==> config.mk <==
export PLATFORM = sky130hd
export DESIGN_NAME = swd_xfer_engine
export DESIGN_NICKNAME = d
export VERILOG_FILES = /design/src/rtl/swd_pkg.sv /design/src/rtl/swd_bit_clk.sv /design/src/rtl/swd_xfer_engine.sv
export SDC_FILE = /design/constraint.sdc
export NUM_CORES = 1
export LEC_CHECK = 0
export CORE_ASPECT_RATIO = 1.25
export CORE_UTILIZATION = 54
export DETAILED_ROUTE_END_ITERATION = 10
export GPL_TIMING_DRIVEN = 0
export PLACE_DENSITY = 0.8
export SLEW_MARGIN = 40
export SYNTH_ARGS = -nofsm -noshare
export SYNTH_HDL_FRONTEND = slang
export SYNTH_HIERARCHICAL = 1
export SYNTH_SLANG_ARGS = --single-unit
export TNS_END_PERCENT = 30
==> constraint.sdc <==
create_clock -name clk -period 4.3 [get_ports clk]
set_input_delay 0.86 -clock clk [delete_from_list [all_inputs] [get_ports clk]]
set_output_delay 0.86 -clock clk [all_outputs]
set_load 0.05 [all_outputs]
==> src/rtl/swd_pkg.sv <==
// Shared definitions for the SWD transfer engine.
// Holds the ACK response codes, the engine state encoding, the line-reset
// length and the helpers that build the 8-bit request header.
package swd_pkg;

  localparam logic [2:0] ACK_OK    = 3'b001;
  localparam logic [2:0] ACK_WAIT  = 3'b010;
  localparam logic [2:0] ACK_FAULT = 3'b100;

  localparam int LRST_BITS = 56;
  localparam int HDR_BITS  = 8;
  localparam int ACK_BITS  = 3;
  // 32 data bits followed by one parity bit
  localparam int DATA_BITS = 33;

  typedef enum logic [3:0] {
    IDLE,
    LRST,
    HDR,
    TRN1,
    ACK,
    RDATA,
    TRN2,
    WTRN,
    WDATA,
    TAIL
  } swd_state_t;

  // Even parity over APnDP, RnW, A2, A3
  function automatic logic hdr_parity(input logic apndp, input logic rnw,
                                      input logic [1:0] addr);
    return apndp ^ rnw ^ addr[0] ^ addr[1];
  endfunction

  // Header vector, bit 0 goes on the wire first:
  // start(1), APnDP, RnW, A2, A3, parity, stop(0), park(1)
  function automatic logic [7:0] hdr_bits(input logic apndp, input logic rnw,
                                          input logic [1:0] addr);
    return {1'b1, 1'b0, hdr_parity(apndp, rnw, addr), addr[1], addr[0],
            rnw, apndp, 1'b1};
  endfunction

endpackage

==> src/rtl/swd_bit_clk.sv <==
// SWD bit clock generator.
// Each bit is sck low for CLK_DIV clks followed by sck high for CLK_DIV clks.
// Ports:
//   clk, rst_n : system clock, asynchronous active-low reset
//   en         : run the divider; when low sck is held low, phase reset
//   restart    : restart the divider at the first low clk of a bit
//   sck        : serial clock
//   rise       : high in the clk cycle at whose end sck goes high
//   fall       : high in the clk cycle at whose end sck goes low (bit end)
module swd_bit_clk #(
  parameter int CLK_DIV = 4
) (
  input  logic clk,
  input  logic rst_n,
  input  logic en,
  input  logic restart,
  output logic sck,
  output logic rise,
  output logic fall
);

  logic [7:0] div_cnt_reg;
  logic       sck_reg;
  logic       div_end;

  assign div_end = (div_cnt_reg == 8'(CLK_DIV - 1));

  always_ff @(posedge clk or negedge rst_n) begin
    if (!rst_n) begin
      div_cnt_reg <= '0;
      sck_reg     <= 1'b0;
    end else if (!en || restart) begin
      div_cnt_reg <= '0;
      sck_reg     <= 1'b0;
    end else if (div_end) begin
      div_cnt_reg <= '0;
      sck_reg     <= ~sck_reg;
    end else begin
      div_cnt_reg <= div_cnt_reg + 8'd1;
    end
  end

  // Strobes deliberately ignore restart so that the FSM (which derives
  // restart from its next state) cannot form a combinational loop.
  assign rise = en && !sck_reg && div_end;
  assign fall = en &&  sck_reg && div_end;
  assign sck  = sck_reg;

endmodule

==> src/rtl/swd_xfer_engine.sv <==
// SWD transfer engine: turns one request (transfer or line reset) into an
// SWD frame on the frontend signals and returns a single-cycle response.
// Ports:
//   clk, rst_n                  : system clock, asynchronous active-low reset
//   req_valid/req_ready         : request handshake (ready only in IDLE)
//   req_op                      : 0 = transfer, 1 = line reset
//   req_apndp/rnw/addr/wdata    : transfer fields, latched on acceptance
//   rsp_valid                   : one-clk completion pulse
//   rsp_ack/rsp_rdata/rsp_perr  : response fields, valid with rsp_valid
//   sck/mosi/frame_rst_n/rnw    : frontend drive
//   miso                        : SWDIO readback, sampled on sck rise
module swd_xfer_engine
  import swd_pkg::*;
#(
  parameter int CLK_DIV   = 4,
  parameter int IDLE_BITS = 8
) (
  input  logic        clk,
  input  logic        rst_n,
  input  logic        req_valid,
  output logic        req_ready,
  input  logic        req_op,
  input  logic        req_apndp,
  input  logic        req_rnw,
  input  logic [1:0]  req_addr,
  input  logic [31:0] req_wdata,
  output logic        rsp_valid,
  output logic [2:0]  rsp_ack,
  output logic [31:0] rsp_rdata,
  output logic        rsp_perr,
  output logic        sck,
  output logic        mosi,
  output logic        frame_rst_n,
  output logic        rnw,
  input  logic        miso
);

  swd_state_t  state_reg, state_next;
  logic [7:0]  bit_cnt_reg;
  logic [7:0]  bit_len;
  logic        bit_last;
  logic        bit_rise, bit_fall;
  logic        ready_en_reg;
  logic        accept;
  logic        apndp_reg, rnw_reg;
  logic [1:0]  addr_reg;
  logic [31:0] wdata_reg;
  logic [2:0]  ack_reg;
  logic [31:0] rdata_reg;
  logic        perr_reg;
  logic [7:0]  hdr_vec;

  swd_bit_clk #(.CLK_DIV(CLK_DIV)) u_bit_clk (
    .clk     (clk),
    .rst_n   (rst_n),
    .en      (state_reg != IDLE),
    .restart (state_next != state_reg),
    .sck     (sck),
    .rise    (bit_rise),
    .fall    (bit_fall)
  );

  // ready_en_reg keeps req_ready low while rst_n is asserted and releases
  // it on the first clk afterwards.
  assign req_ready = (state_reg == IDLE) && ready_en_reg;
  assign accept    = req_valid && req_ready;
  assign hdr_vec   = hdr_bits(apndp_reg, rnw_reg, addr_reg);
  assign rsp_ack   = ack_reg;
  assign rsp_rdata = rdata_reg;
  assign rsp_perr  = perr_reg;

  always_comb begin
    bit_len = 8'd1;
    case (state_reg)
      LRST:          bit_len = 8'(LRST_BITS);
      HDR:           bit_len = 8'(HDR_BITS);
      ACK:           bit_len = 8'(ACK_BITS);
      RDATA, WDATA:  bit_len = 8'(DATA_BITS);
      TAIL:          bit_len = 8'(IDLE_BITS);
      default:       bit_len = 8'd1;
    endcase
    bit_last = bit_fall && (bit_cnt_reg == bit_len - 8'd1);
  end

  always_ff @(posedge clk or negedge rst_n) begin
    if (!rst_n) begin
      state_reg <= IDLE;
    end else begin
      state_reg <= state_next;
    end
  end

  always_comb begin
    state_next  = state_reg;
    rsp_valid   = 1'b0;
    mosi        = 1'b0;
    frame_rst_n = 1'b1;
    rnw         = rnw_reg;
    case (state_reg)
      IDLE: begin
        frame_rst_n = 1'b0;
        rnw         = 1'b1;
        if (accept) state_next = req_op ? LRST : HDR;
      end
      LRST: begin
        frame_rst_n = 1'b0;
        rnw         = 1'b1;
        mosi        = 1'b1;
        if (bit_last) state_next = TAIL;
      end
      HDR: begin
        mosi = hdr_vec[bit_cnt_reg[2:0]];
        if (bit_last) state_next = TRN1;
      end
      TRN1: if (bit_last) state_next = ACK;
      ACK: begin
        // The third ACK bit is sampled at this bit's rise, before bit_last.
        if (bit_last) begin
          if (ack_reg == ACK_OK) state_next = rnw_reg ? RDATA : WTRN;
          else                   state_next = TRN2;
        end
      end
      RDATA: if (bit_last) state_next = TRN2;
      TRN2:  if (bit_last) state_next = TAIL;
      WTRN:  if (bit_last) state_next = WDATA;
      WDATA: begin
        mosi = (bit_cnt_reg == 8'd32) ? ^wdata_reg : wdata_reg[bit_cnt_reg[4:0]];
        if (bit_last) state_next = TAIL;
      end
      TAIL: begin
        frame_rst_n = 1'b0;
        if (bit_last) begin
          rsp_valid  = 1'b1;
          state_next = IDLE;
        end
      end
      default: state_next = IDLE;
    endcase
  end

  always_ff @(posedge clk or negedge rst_n) begin
    if (!rst_n) begin
      ready_en_reg <= 1'b0;
      bit_cnt_reg  <= '0;
      apndp_reg    <= 1'b0;
      rnw_reg      <= 1'b1;
      addr_reg     <= '0;
      wdata_reg    <= '0;
      ack_reg      <= '0;
      rdata_reg    <= '0;
      perr_reg     <= 1'b0;
    end else begin
      ready_en_reg <= 1'b1;
      if (state_next != state_reg) bit_cnt_reg <= '0;
      else if (bit_fall)           bit_cnt_reg <= bit_cnt_reg + 8'd1;
      if (accept) begin
        apndp_reg <= req_apndp;
        rnw_reg   <= req_op ? 1'b1 : req_rnw;
        addr_reg  <= req_addr;
        wdata_reg <= req_wdata;
        ack_reg   <= '0;
        rdata_reg <= '0;
        perr_reg  <= 1'b0;
      end
      if (bit_rise) begin
        if (state_reg == ACK) begin
          ack_reg <= {miso, ack_reg[2:1]};
        end else if (state_reg == RDATA) begin
          if (bit_cnt_reg < 8'd32) rdata_reg <= {miso, rdata_reg[31:1]};
          else                     perr_reg  <= miso ^ (^rdata_reg);
        end
      end
    end
  end

endmodule

==> out/qor.yml <==
floorplan:
  pin_count: 83
  die_y_um: 111.3
  die_area_sq_um: 9953
  rows: 39
  initial_utilization: 0.5595
  core_area_sq_um: 9223
  die_w_um: 89.43
global_routing:
  overflow: 0
  antenna_found_initial: 0
  grt_max_degree: 49
  first_global_vias: 4111
  grt_pass1_wl_mm: 19.68
  grtUsageTotal: 0.2558
setup_path:
  max_stage_delay_ns: 0.90
  start_kind: "flop"
  path_class: "flop to primary output"
  cp_slowest_cell: "clkdlybuf4s50_1"
  cp_max_fo: 10
  crit_buf_inv: 3
  end_kind: "primary output"
  cp.arrival_ns: 3.22
  path_cells: "buf_2 > buf_1 > mux4_2 > mux2i_1 > nand3b_1 > nand4_1 > a31oi_1 > o21ai_0 > o311ai_0 > clkdlybuf4s50_1"
  cp.required_ns: 3.44
  cp_top_family: "buffers and inverters"
timing:
  max_freq_mhz: 244.8
  rsz0062_at_grt: "no"
  tightestPinTransition_ns: 0.5538
  clock_skew_ns: 0.005562
  final-hold-violation-count: 0
  setup_violations: 0
  post-route-period-util: 0.9499
  slew_violations: 0
  relSlewSlack: 0.6308
  fin_crit_ns: 4.085
routing:
  first_iter_violations: 184
  drc: 0
  vias: 4058
  wirelength_mm: 11.70
  viasPerCell: 5.462
  wl_per_cell_um: 15.75
  dr.pass1.iters: 4
  ant_nets: 0
layout:
  final_common_cell: "nand2_1"
  fill_cells: 682
  syn_to_final_growth_pct: 25.73
  seq_area_sq_um: 2354
  nNetsFinal: 661
  final_cell_mix: "nand2_1 (125), dfrtp_1 (93), clkdlybuf4s50_1 (80)"
  layout-drive-gt1-share: 0.1081
  fin_area_sq_um: 6487
  final_util: 0.7034
  multiInputGateArea_sq_um: 2623
  num_antenna_cells: 0
power:
  peakVddDrop_mv: 0.2048
  p_sw_frac: 0.2108
  p_sw_w: 0.0003784
  intPower_w: 0.001417
  clkPwrFrac: 0.454
  comb_power_share: 0.051
  leakage_nw: 2.928
  power_density_nw_per_um2: 276.7
  seq_power_share: 0.495
cts:
  cts.clk_slew.worst_paths_ns: 0.06
  clockBufferDepth: 2
  postCtsHoldBufs: 0
  cts.htree.levels: 3
  cts_tree: "built"
  ctsRootBufferMaster: "clkbuf_16"
  cts_sinks: 94
  insertion_delay_ns: 0.34
  cts_buffers: 9
placement:
  place_area_sq_um: 6170
  gp_congestion: 0.9083
  place_hpwl_mm: 8.422
  portBuffers: 82
logic_synthesis:
  ys_ff_latch: 94
  ys_seq_area_frac: 0.4561
  synthFlopType: "dfrtp_1"
  syn_inst: 520
  ys_types: 55
  synth_area_per_cell_sq_um: 9.923
  syn_nets: 566
  ys_async_sr_fraction: 1.000
  ys_warn_count: 6
  synth-edff-count: 0
  netlist_area_sq_um: 5160
flow_run:
  cap_violations: 0
run_status:
  outcome: "completed"
worst_hold_path:
  hold_class: "primary input to async pin"
-- through the flow --
step | power (W) | hold slack [ns] | setup WS, ns | instances | setup TNS [ns]
6_report | 0.001795 | 0.4446 | 0.2153 | 743 | 0
5_1_grt | 0.001850 | 0.4737 | 0.04768 | 743 | 0
4_1_cts | 0.001804 | 0.4618 | 0.05034 | 743 | 0
3_5_place_dp | 0.0009980 | 0.5095 | -0.2159 | 726 | -0.2159
3_3_place_gp | 0.0009927 | 0.4976 | -1.025 | 725 | -94.97
2_1_floorplan | 0.0009305 | 0.4784 | 0.3127 | 520 | 0
-- repair_timing --
action,CTS,global route
buffers inserted,1,0
resized for setup,7,3
endpoints found under the hold margin,0,0
pin swaps,1,0
endpoints found under the setup margin,1,1
-- final cells by class --
| type | count | share of cell area |
|---|---|---|
| inverter | 9 | 0.005207 |
| multi-input combinational | 386 | 0.4042 |
| clock inverter | 3 | 0.006557 |
| sequential | 94 | 0.3628 |
| timing repair buffer | 84 | 0.1317 |
| clock buffer | 13 | 0.04012 |
| tap | 123 | 0.02372 |
| buffer | 31 | 0.02565 |
-- synth_stat cells, drive strengths merged (2+ instances only) --
master	n	area, sq um
buf	19	121.4
nand3	10	50.05
a22o	33	289.0
mux2	2	22.52
a21oi	15	78.83
nor4	3	18.77
xnor2	65	569.3
or3	3	18.77
or2	2	12.51
clkbuf	12	45.04
dfrtp	93	2327
inv	9	33.78
o221ai	5	56.31
nor3b	5	48.80
nand4	6	43.79
nor2b	3	26.27
o31ai	2	15.01
a21o	3	23.77
ha	5	62.56
nand2	126	475.5
mux2i	6	67.57
nor4b	3	47.54
nor3	3	20.02
and3	3	18.77
mux4	9	202.7
a31oi	3	18.77
o211ai	2	15.01
xor2	16	140.1
o21ai	13	65.06
nor2	30	112.6
-- path summary, 6_finish.rpt --
path / start / endpoint / slack, ns / cells past startpoint
min reg2reg: wdata_reg[3] / wdata_reg[3] / 0.52 / 2
max in group asynchronous: rst_n / wdata_reg[2] / 3.28 / 2
min in group clk: wdata_reg[3] / wdata_reg[3] / 0.52 / 2
max: bit_cnt_reg[1] / mosi / 0.22 / 10
max reg2reg: state_reg[3] / u_bit_clk/div_cnt_reg[4] / 0.75 / 15
min: rst_n / u_bit_clk/div_cnt_reg[7] / 0.44 / 1
-- kinds of logic after synthesis --
| family | count (synthesis) | share of synthesized area |
|---|---|---|
| multiplexers | 17 | 0.05674 |
| XOR/XNOR | 81 | 0.1375 |
| buffers and inverters | 40 | 0.03879 |
| other | 1 | 0.0007268 |
| adder cells (fa/ha/maj) | 5 | 0.01212 |
| AO/OA/AOI/OAI | 80 | 0.1174 |
| AND/OR/NAND/NOR | 202 | 0.1807 |
| flip-flops | 94 | 0.4561 |
-- metal layers --
layer	up-vias	track usage	routed length, um
li1	1955	-	-
met1	1984	0.3360	5044
met2	97	0.4153	5983
met3	22	0.04095	408
met4	0	0.1069	266
met5	-	0	0
-- power groups by stage --
| stage | combinational [W] | clock [W] | sequential (W) |
|---|---|---|---|
| after floorplan | 0.0000184 | 0 | 0.000912 |
| after global placement | 0.0000871 | 0 | 0.000906 |
| after detailed placement | 0.0000926 | 0 | 0.000905 |
| after CTS | 0.0000928 | 0.000823 | 0.000889 |
| after global routing | 0.0000994 | 0.000862 | 0.000889 |
| final | 0.0000915 | 0.000815 | 0.000889 |
Power figures use the tool's default switching activity.
